### config.mk
export PLATFORM = sky130hd
export DESIGN_NAME = uart_tx_serie_flat
export DESIGN_NICKNAME = d
export VERILOG_FILES = /design/src/rtl/uart_pkg.sv /design/src/rtl/uart_tx_serie_if.sv /design/src/rtl/det_flanco_baud.sv /design/src/rtl/uart_tx_serie.sv /design/src/flat_wrapper.sv
export SDC_FILE = /design/constraint.sdc
export NUM_CORES = 1
export LEC_CHECK = 0
export CAP_MARGIN = 10
export CORE_MARGIN = 2
export CORE_UTILIZATION = 25
export CTS_CLUSTER_SIZE = 40
export DETAILED_ROUTE_END_ITERATION = 16
export HOLD_SLACK_MARGIN = 0.03
export PLACE_DENSITY = 0.45
export SYNTH_ARGS = -nofsm -noshare
export SYNTH_HDL_FRONTEND = slang
export SYNTH_HIERARCHICAL = 1
export SYNTH_SLANG_ARGS = --single-unit
### constraint.sdc
create_clock -name ck -period 2 [get_ports ck]
set_input_delay 0.3 -clock ck [delete_from_list [all_inputs] [get_ports ck]]
set_output_delay 0.3 -clock ck [all_outputs]
set_load 0.02 [all_outputs]
### src/rtl/uart_pkg.sv
// Shared definitions for the UART transmit serializer.
// Optional parity is controlled by the macro UART_TX_PARIDAD_EN (see uart_tx_serie).
package uart_pkg;

  typedef enum logic [2:0] {
    IDLE,
    ARM,
    START,
    DATA,
    PAR,
    STOP
  } state_t;

  localparam logic TX_IDLE = 1'b1;

  // Bit counter width able to hold 0..n.
  function automatic int unsigned cnt_width(input int unsigned n);
    return $clog2(n + 1);
  endfunction

  localparam int unsigned CNT_W = cnt_width(8);

endpackage

### src/rtl/uart_tx_serie_if.sv
// Request/status bundle between a frame producer and uart_tx_serie.
interface uart_tx_serie_if #(
  parameter int unsigned DATA_W = 8
) ();

  logic              go;
  logic [DATA_W-1:0] dato;
  logic              busy;
  logic              done;

  modport master (output go, output dato, input busy, input done);
  modport slave  (input go, input dato, output busy, output done);

endinterface

### src/rtl/det_flanco_baud.sv
// Falling-edge detector on the divided baud wave; ckd is treated as data.
module det_flanco_baud (
  input  logic ck,
  input  logic rst,
  input  logic ckd,
  output logic tick
);

  logic ckd_q;

  // Delay ckd by one ck; reset high so an idle (high) ckd never yields a tick.
  always_ff @(posedge ck or posedge rst) begin
    if (rst) ckd_q <= 1'b1;
    else     ckd_q <= ckd;
  end

  assign tick = ckd_q & ~ckd;

endmodule

### src/rtl/uart_tx_serie.sv
// UART transmit serializer: start bit, DATA_W bits LSB first, optional even
// parity, STOP_BITS stop bits. Bit timing comes from the falling edge of ckd.
// Macro UART_TX_PARIDAD_EN: when defined, inserts one even-parity bit before STOP.
module uart_tx_serie
  import uart_pkg::*;
#(
  parameter int unsigned DATA_W    = 8,
  parameter int unsigned STOP_BITS = 1
) (
  input  logic            ck,
  input  logic            rst,
  uart_tx_serie_if.slave  bus,
  input  logic            ckd,
  output logic            f,
  output logic            tx
);

  localparam int unsigned CW = cnt_width(DATA_W);

  state_t            state;
  logic [DATA_W-1:0] shift;
  logic [CW-1:0]     cnt;
  logic              tick;
  logic              busy_r;
  logic              done_r;
`ifdef UART_TX_PARIDAD_EN
  logic              par;
`endif

  det_flanco_baud u_det (
    .ck   (ck),
    .rst  (rst),
    .ckd  (ckd),
    .tick (tick)
  );

  assign bus.busy = busy_r;
  assign bus.done = done_r;

  // Frame sequencer; tx is registered, so a level follows the tick that selects it.
  // In DATA the next bit is read as shift[1] since the shift lands on the same edge.
  always_ff @(posedge ck or posedge rst) begin
    if (rst) begin
      state  <= IDLE;
      tx     <= TX_IDLE;
      f      <= 1'b0;
      busy_r <= 1'b0;
      done_r <= 1'b0;
      shift  <= '0;
      cnt    <= '0;
`ifdef UART_TX_PARIDAD_EN
      par    <= 1'b0;
`endif
    end else begin
      done_r <= 1'b0;
      case (state)
        IDLE: begin
          tx <= TX_IDLE;
          f  <= 1'b0;
          if (bus.go) begin
            shift  <= bus.dato;
            cnt    <= '0;
            busy_r <= 1'b1;
            f      <= 1'b1;
            state  <= ARM;
`ifdef UART_TX_PARIDAD_EN
            par    <= ^bus.dato;
`endif
          end
        end
        ARM: begin
          if (tick) begin
            state <= START;
            tx    <= 1'b0;
          end
        end
        START: begin
          if (tick) begin
            state <= DATA;
            tx    <= shift[0];
            cnt   <= '0;
          end
        end
        DATA: begin
          if (tick) begin
            shift <= shift >> 1;
            if (cnt == CW'(DATA_W - 1)) begin
              cnt <= '0;
`ifdef UART_TX_PARIDAD_EN
              state <= PAR;
              tx    <= par;
`else
              state <= STOP;
              tx    <= TX_IDLE;
`endif
            end else begin
              cnt <= cnt + 1'b1;
              tx  <= shift[1];
            end
          end
        end
        PAR: begin
`ifdef UART_TX_PARIDAD_EN
          if (tick) begin
            state <= STOP;
            tx    <= TX_IDLE;
            cnt   <= '0;
          end
`else
          state <= IDLE;
          tx    <= TX_IDLE;
`endif
        end
        STOP: begin
          if (tick) begin
            if (cnt == CW'(STOP_BITS - 1)) begin
              state  <= IDLE;
              done_r <= 1'b1;
              f      <= 1'b0;
              busy_r <= 1'b0;
              cnt    <= '0;
            end else begin
              cnt <= cnt + 1'b1;
            end
          end
        end
        default: begin
          state <= IDLE;
          tx    <= TX_IDLE;
        end
      endcase
    end
  end

endmodule

### src/flat_wrapper.sv
// flat-port wrapper written by rule: the top's interface ports become plain ports
module uart_tx_serie_flat import uart_pkg::*;
#(
  parameter int unsigned DATA_W    = 8,
  parameter int unsigned STOP_BITS = 1
)
  (ck, rst, ckd, f, tx, bus_go, bus_dato, bus_busy, bus_done);
  uart_tx_serie_if #(.DATA_W(DATA_W)) bus_i ();
  input  logic ck;
  input  logic rst;
  input  logic ckd;
  output logic f;
  output logic tx;
  input wire logic [$bits(bus_i.go)-1:0] bus_go;
  input wire logic [$bits(bus_i.dato)-1:0] bus_dato;
  output wire logic [$bits(bus_i.busy)-1:0] bus_busy;
  output wire logic [$bits(bus_i.done)-1:0] bus_done;
  assign bus_i.go = bus_go;
  assign bus_i.dato = bus_dato;
  assign bus_busy = bus_i.busy;
  assign bus_done = bus_i.done;
  uart_tx_serie #(.DATA_W(DATA_W), .STOP_BITS(STOP_BITS)) u_core (.ck(ck), .rst(rst), .bus(bus_i), .ckd(ckd), .f(f), .tx(tx));
endmodule
; ---- After elaboration in Yosys (flattened, before gate mapping)
; Index checks and enable logic that the tools add are counted.
[classes]
addsub = 1
multipliers = 0
div_mod_pow = 0
n_lt_le_gt_ge = 0
eq_ne = 12
shifts = 0
n_mux = 32
n_bitwise = 3
reduce_logical = 11
[ops]
columns = op, n
row1 = 2-to-1 mux 4 bit, 6
row2 = 2-to-1 mux 3 bit, 7
row3 = 2-to-1 mux 8 bit, 2
row4 = case mux 4 bit (4 select lines), 1
row5 = case mux 8 bit (2 select lines), 1
row6 = case mux 3 bit (5 select lines), 1
row7 = != test 2 x 1 -> 1 bit (second input constant), 6
row8 = 2-to-1 mux 1 bit, 11
row9 = AND reduction 4 bit, 2
row10 = AND reduction 7 bit, 1
row11 = == test 3 x 2 -> 1 bit (second input constant), 2
row12 = AND reduction 3 bit, 2
row13 = AND reduction 5 bit, 1
row14 = adder 4 x 1 -> 4 bit (second input constant), 1
row15 = == test 4 x 3 -> 1 bit (second input constant), 1
row16 = logical NOT 4 bit, 1
row17 = case mux 1 bit (2 select lines), 2
row18 = case mux 1 bit (4 select lines), 1
row19 = nonzero test 2 bit, 2
row20 = nonzero test 4 bit, 1
row21 = == test 3 x 1 -> 1 bit (second input constant), 1
row22 = == test 3 bit (second input constant), 1
row23 = logical NOT 3 bit, 1
row24 = != test 2 bit (second input constant), 1
row25 = other kinds (2), 3
[word_totals]
register_bits = 20
latch_bits = 0
ramBits = 0
romBits = 0
inputBits = 12
wordCells = 67
mem_count = 0

; ---- Longest topological paths before layout
[logic_depth]
ltp_word = 4
mapped_depth = 6
ltp_nobuf = 6

; ---- By module
; The synthesis kept the hierarchy.
[modules_own_cells]
columns = module, instances, cells_per_inst, area_per_inst_um2, seq_area_each_um2
row1 = uart_tx_serie, 1, 120, 1103.6, 476.7
row2 = det_flanco_baud, 1, 3, 43.8, 26.3

; ---- Least setup slack after synthesis
; OpenSTA, ideal clock, no wires.
[synth_timing]
kind = register -> register
start = register u_core.u_det.ckd_q
end = register u_core.cnt[3]
arrival_ns = 1.564
slack_ns = 0.342
stages_incl_launch_ff = 7
path_cell_list = dfstp_2 -> nor2b_4 -> clkbuf_1 -> nand4b_1 -> o211ai_4 -> a41oi_1 -> a211oi_1
[synth_between]
elab_chain_cells = 3
word_cells_on_any_way = 5
[synth_lines]
columns = element, line_no
row1 = "start, declared", det_flanco_baud.sv:9  ; logic ckd_q;
row2 = "start signal, assigned", det_flanco_baud.sv:14  ; else ckd_q <= ckd;
row3 = bitwise AND 1 bit (*), det_flanco_baud.sv:17  ; assign tick = ckd_q & ~ckd;
row4 = via u_core.tick, uart_tx_serie.sv:23  ; logic tick;
row5 = != test 2 x 1 -> 1 bit (no line), -
row6 = AND reduction 5 bit (no line) (*), -
row7 = "end signal, assigned", uart_tx_serie.sv:97  ; cnt <= cnt + 1'b1;
row8 = "end signal, assigned", uart_tx_serie.sv:123  ; cnt <= cnt + 1'b1;
row9 = "end, declared", uart_tx_serie.sv:22  ; logic [CW-1:0] cnt;
; Mark *: on every way through the listed nets, which the timed path passes. The rest lies on a longest branch.
; A chain may end at the register's enable or synchronous reset.

; ---- Worst setup path after layout
[layout_timing]
start = register u_core.tx
end = output port tx
[layout_rtl]
columns = element, line_no
row1 = "start, declared", uart_tx_serie.sv:15  ; output logic tx
row2 = "start signal, assigned", uart_tx_serie.sv:80  ; tx <= shift[0];
row3 = "start signal, assigned", uart_tx_serie.sv:98  ; tx <= shift[1];
row4 = "end, declared", flat_wrapper.sv:13  ; output logic tx;
; No word-level cell between the ends.

==> results.md <==
- Class of the tightest hold or removal check: input pin to async pin
- Synth area leaders: dfrtp_1 39%, mux2i_1 7.0%, nor2_1 5.6%
- Resize count post-CTS: 0
- Synthesized cell area: 0.00115 mm^2
- Share of layout cells above drive strength 1: between 10% and 20%
- Share of power burned in registers: a little over a third
- DRC viols: 0
- Setup_tns: 0 ns
- Final Cycle Share: 84.7%
- Syn Area/Cell: ~9.3 um^2
- Synth top cells by count: 18 x dfrtp_1, 17 x nor2_1, 12 x a21oi_1
- Slew Viols, Final: 0
- Post-synth top area share: about two fifths
- H-tree levels: 1
- Row count: 24
- Hold Vio Cnt, Final: 0
- Post-synth cell types: 41
- Slew HR: around 75%
- Post-CTS Setup Bufs: 0
- Max_cap viols: 0
- Global-route wire length before repair: about 4.4 mm
- Clock transition at path regs: 0.08 ns
- Cell Chain, Critical Path: clkdlybuf4s50_1
- Top Family by Delay on Critical Path: buffers and inverters
- Endpoints failing setup: 0
- PortBufs: 15
- CP Max Fanout: 2
- Area Overhead vs Synth: 28.4%
- Syn Inst Count: between 100 and 150
- Predominant post-synthesis flop cell: dfrtp_1
- Setup crit start kind: register
- CP Capture Type: output port
- DR WL/cell: about 13 um
- Die width: 71.7 um
- I/O pins: 16
- Post-route ant nets: 0
- RSZ-0062 raised after global routing: no
- Pint: roughly 1.2 mW
- Vias: roughly 940
- Clock power share: 22.1%
- CP max stage delay: around 0.59 ns
- Register area share after synthesis: 43.8%
- Total die area: between 0.005 and 0.006 mm^2
- Chip height: between 70 and 80 um
- Final instance area: ~0.0015 mm^2
- Synth Register Bits: 20
- Area occupied by multi-input gates: 573 um^2
- Static Leak: 0.601 nW
- Total of warnings raised by yosys: 6
- Core Area: approximately 0.0044 mm^2
- Num CTS Buffers: 3
- Crit path time final: ~1.7 ns
- Run status: completed
- Pwr/cell area: 1300 mW/mm^2
- CP arrival: 1.39 ns
- # fillers: between 400 and 500
- N_diodes: 0
- GPL Wtd Cong: 0.710
- Hold buffers post-CTS: 0
- Top-count cell post-synth: dfrtp_1
- Ys async rst share: 100%
- Largest net degree at the start of global routing: 20
- 1st-iter DRT viols: 25
- Post-synth EDFFs: 0
- Longest Clk Path Bufs: 2
- Worst EP required: ~1.7 ns
- Slew @ Worst Pin: 0.375 ns
- Total track usage: between 10% and 20%
- Area leader, netlist: dfrtp_1
- Global route overflow: 0
- Worst-Skew Late Latency: 0.27 ns
- Switch share: between 30% and 40%
- Starting Density: around a quarter
- Peak VDD IR: 0.000462 V
- Combinational share of power: between 40% and 50%
- Reg area: just over 500 um^2
- Switching pwr: approximately 0.69 mW
- HPWL reported at the end of detailed placement: ~1.9 mm
- # nets final: between 150 and 200
- Bufs and invs on worst path: 1
- Vias per cell: between 4 and 5
- Post-Syn Nets: ~140
- Setup Skew: 0.00283 ns
- CTS root buf: clkbuf_8
- Fmax: between 0.5 and 0.6 GHz
- CTS tree: done
- Vias in the first global route: 931
- Clock sink total: 20
- Critical path class: register to output port
- Area post-placement: around 0.0014 mm^2
- Routed wire length: roughly 2.6 mm
- Initial antenna violation count: 0
- Drt pass-1 iters: 4
- CP max stage cell: clkdlybuf4s50_1
state kept, by name (all words and copies together), names as in the netlist:
| register | flops |
|---|---|
| u_core/tx | 1 |
| u_core/u_det/ckd_q | 1 |
| u_core/cnt | 4 |
| u_core/f | 1 |
| u_core/state | 3 |
| u_core/bus.busy | 1 |
| u_core/bus.done | 1 |
| u_core/shift | 8 |
layer usage:
metal	vias to the layer above	global-route usage (%)	share of wire (%)	wire [um]
met5	-	0	0	0
met4	0	2.10	0	0
met3	0	3.66	4.4	113
met2	19	17.6	48	1220
met1	445	14.0	48	1230
li1	474	-	-	-
path summary, 6_finish.rpt:
kind	start	to	slack, ns	depth (start not counted)
max in group asynchronous	rst	u_core/tx$_DFFE_PP1P_	1.36	3
min in group ck	u_core/shift[2]$_DFFE_PP0P_	u_core/shift[2]$_DFFE_PP0P_	0.54	2
hold / removal	rst	u_core/u_det/ckd_q$_DFF_PP1_	0.36	2
setup / recovery	u_core/tx$_DFFE_PP1P_	tx	0.31	1
setup reg to reg	u_core/u_det/ckd_q$_DFF_PP1_	u_core/cnt[3]$_DFFE_PP0P_	0.41	5
hold reg to reg	u_core/shift[2]$_DFFE_PP0P_	u_core/shift[2]$_DFFE_PP0P_	0.54	2
power groups by stage:
stage,clock network (mW),logic (mW),registers [mW]
2_1_floorplan,0,0.550,0.679
3_3_place_gp,0,0.805,0.684
3_5_place_dp,0,0.817,0.685
4_1_cts,0.431,0.819,0.678
5_1_grt,0.448,0.917,0.699
6_report,0.422,0.810,0.677
metrics by stage:
stage / total power [mW] / setup WS [ns] / hold WS, ns / std cells / util [%]
floorplan: 1.23 / 0.342 / 0.190 / 123 / -
global placement: 1.49 / 0.178 / 0.513 / 191 / 32.0
detailed placement: 1.50 / 0.133 / 0.524 / 191 / 32.0
CTS: 1.93 / 0.290 / 0.354 / 195 / 33.6
global route: 2.06 / 0.221 / 0.361 / 195 / 33.6
finish: 1.91 / 0.306 / 0.362 / 195 / 33.6
cell type report:
| type | instances | share of cell area [%] |
|---|---|---|
| clock inverter | 1 | 2.04 |
| timing repair buffer | 24 | 15.6 |
| multi-input combinational | 87 | 38.9 |
| tap | 52 | 4.42 |
| sequential | 20 | 34.2 |
| inverter | 8 | 2.04 |
| clock buffer | 3 | 2.80 |
cells in the final DEF (no fill, tap or decap), types with 3 or more instances in the layout:
master,instances
clkdlybuf4s50_1,15
mux2i_1,8
nand3_1,3
clkbuf_8,3
a21oi_1,12
inv_1,8
o21ai_0,7
dfrtp_1,18
nand2_1,4
buf_4,8
nand3b_1,3
o22ai_1,3
nor2_1,17
kinds of logic after synthesis:
group | synth area share [%]
DFF | 43.8
adders and majority gates | 2.18
buffers and inverters | 6.22
xor gates and xnor gates | 0.763
and+or+nand+nor | 20.0
muxes | 6.98
AOI/OAI and AO/OA | 20.1
No activity file was read; power rests on OpenSTA's default activity.
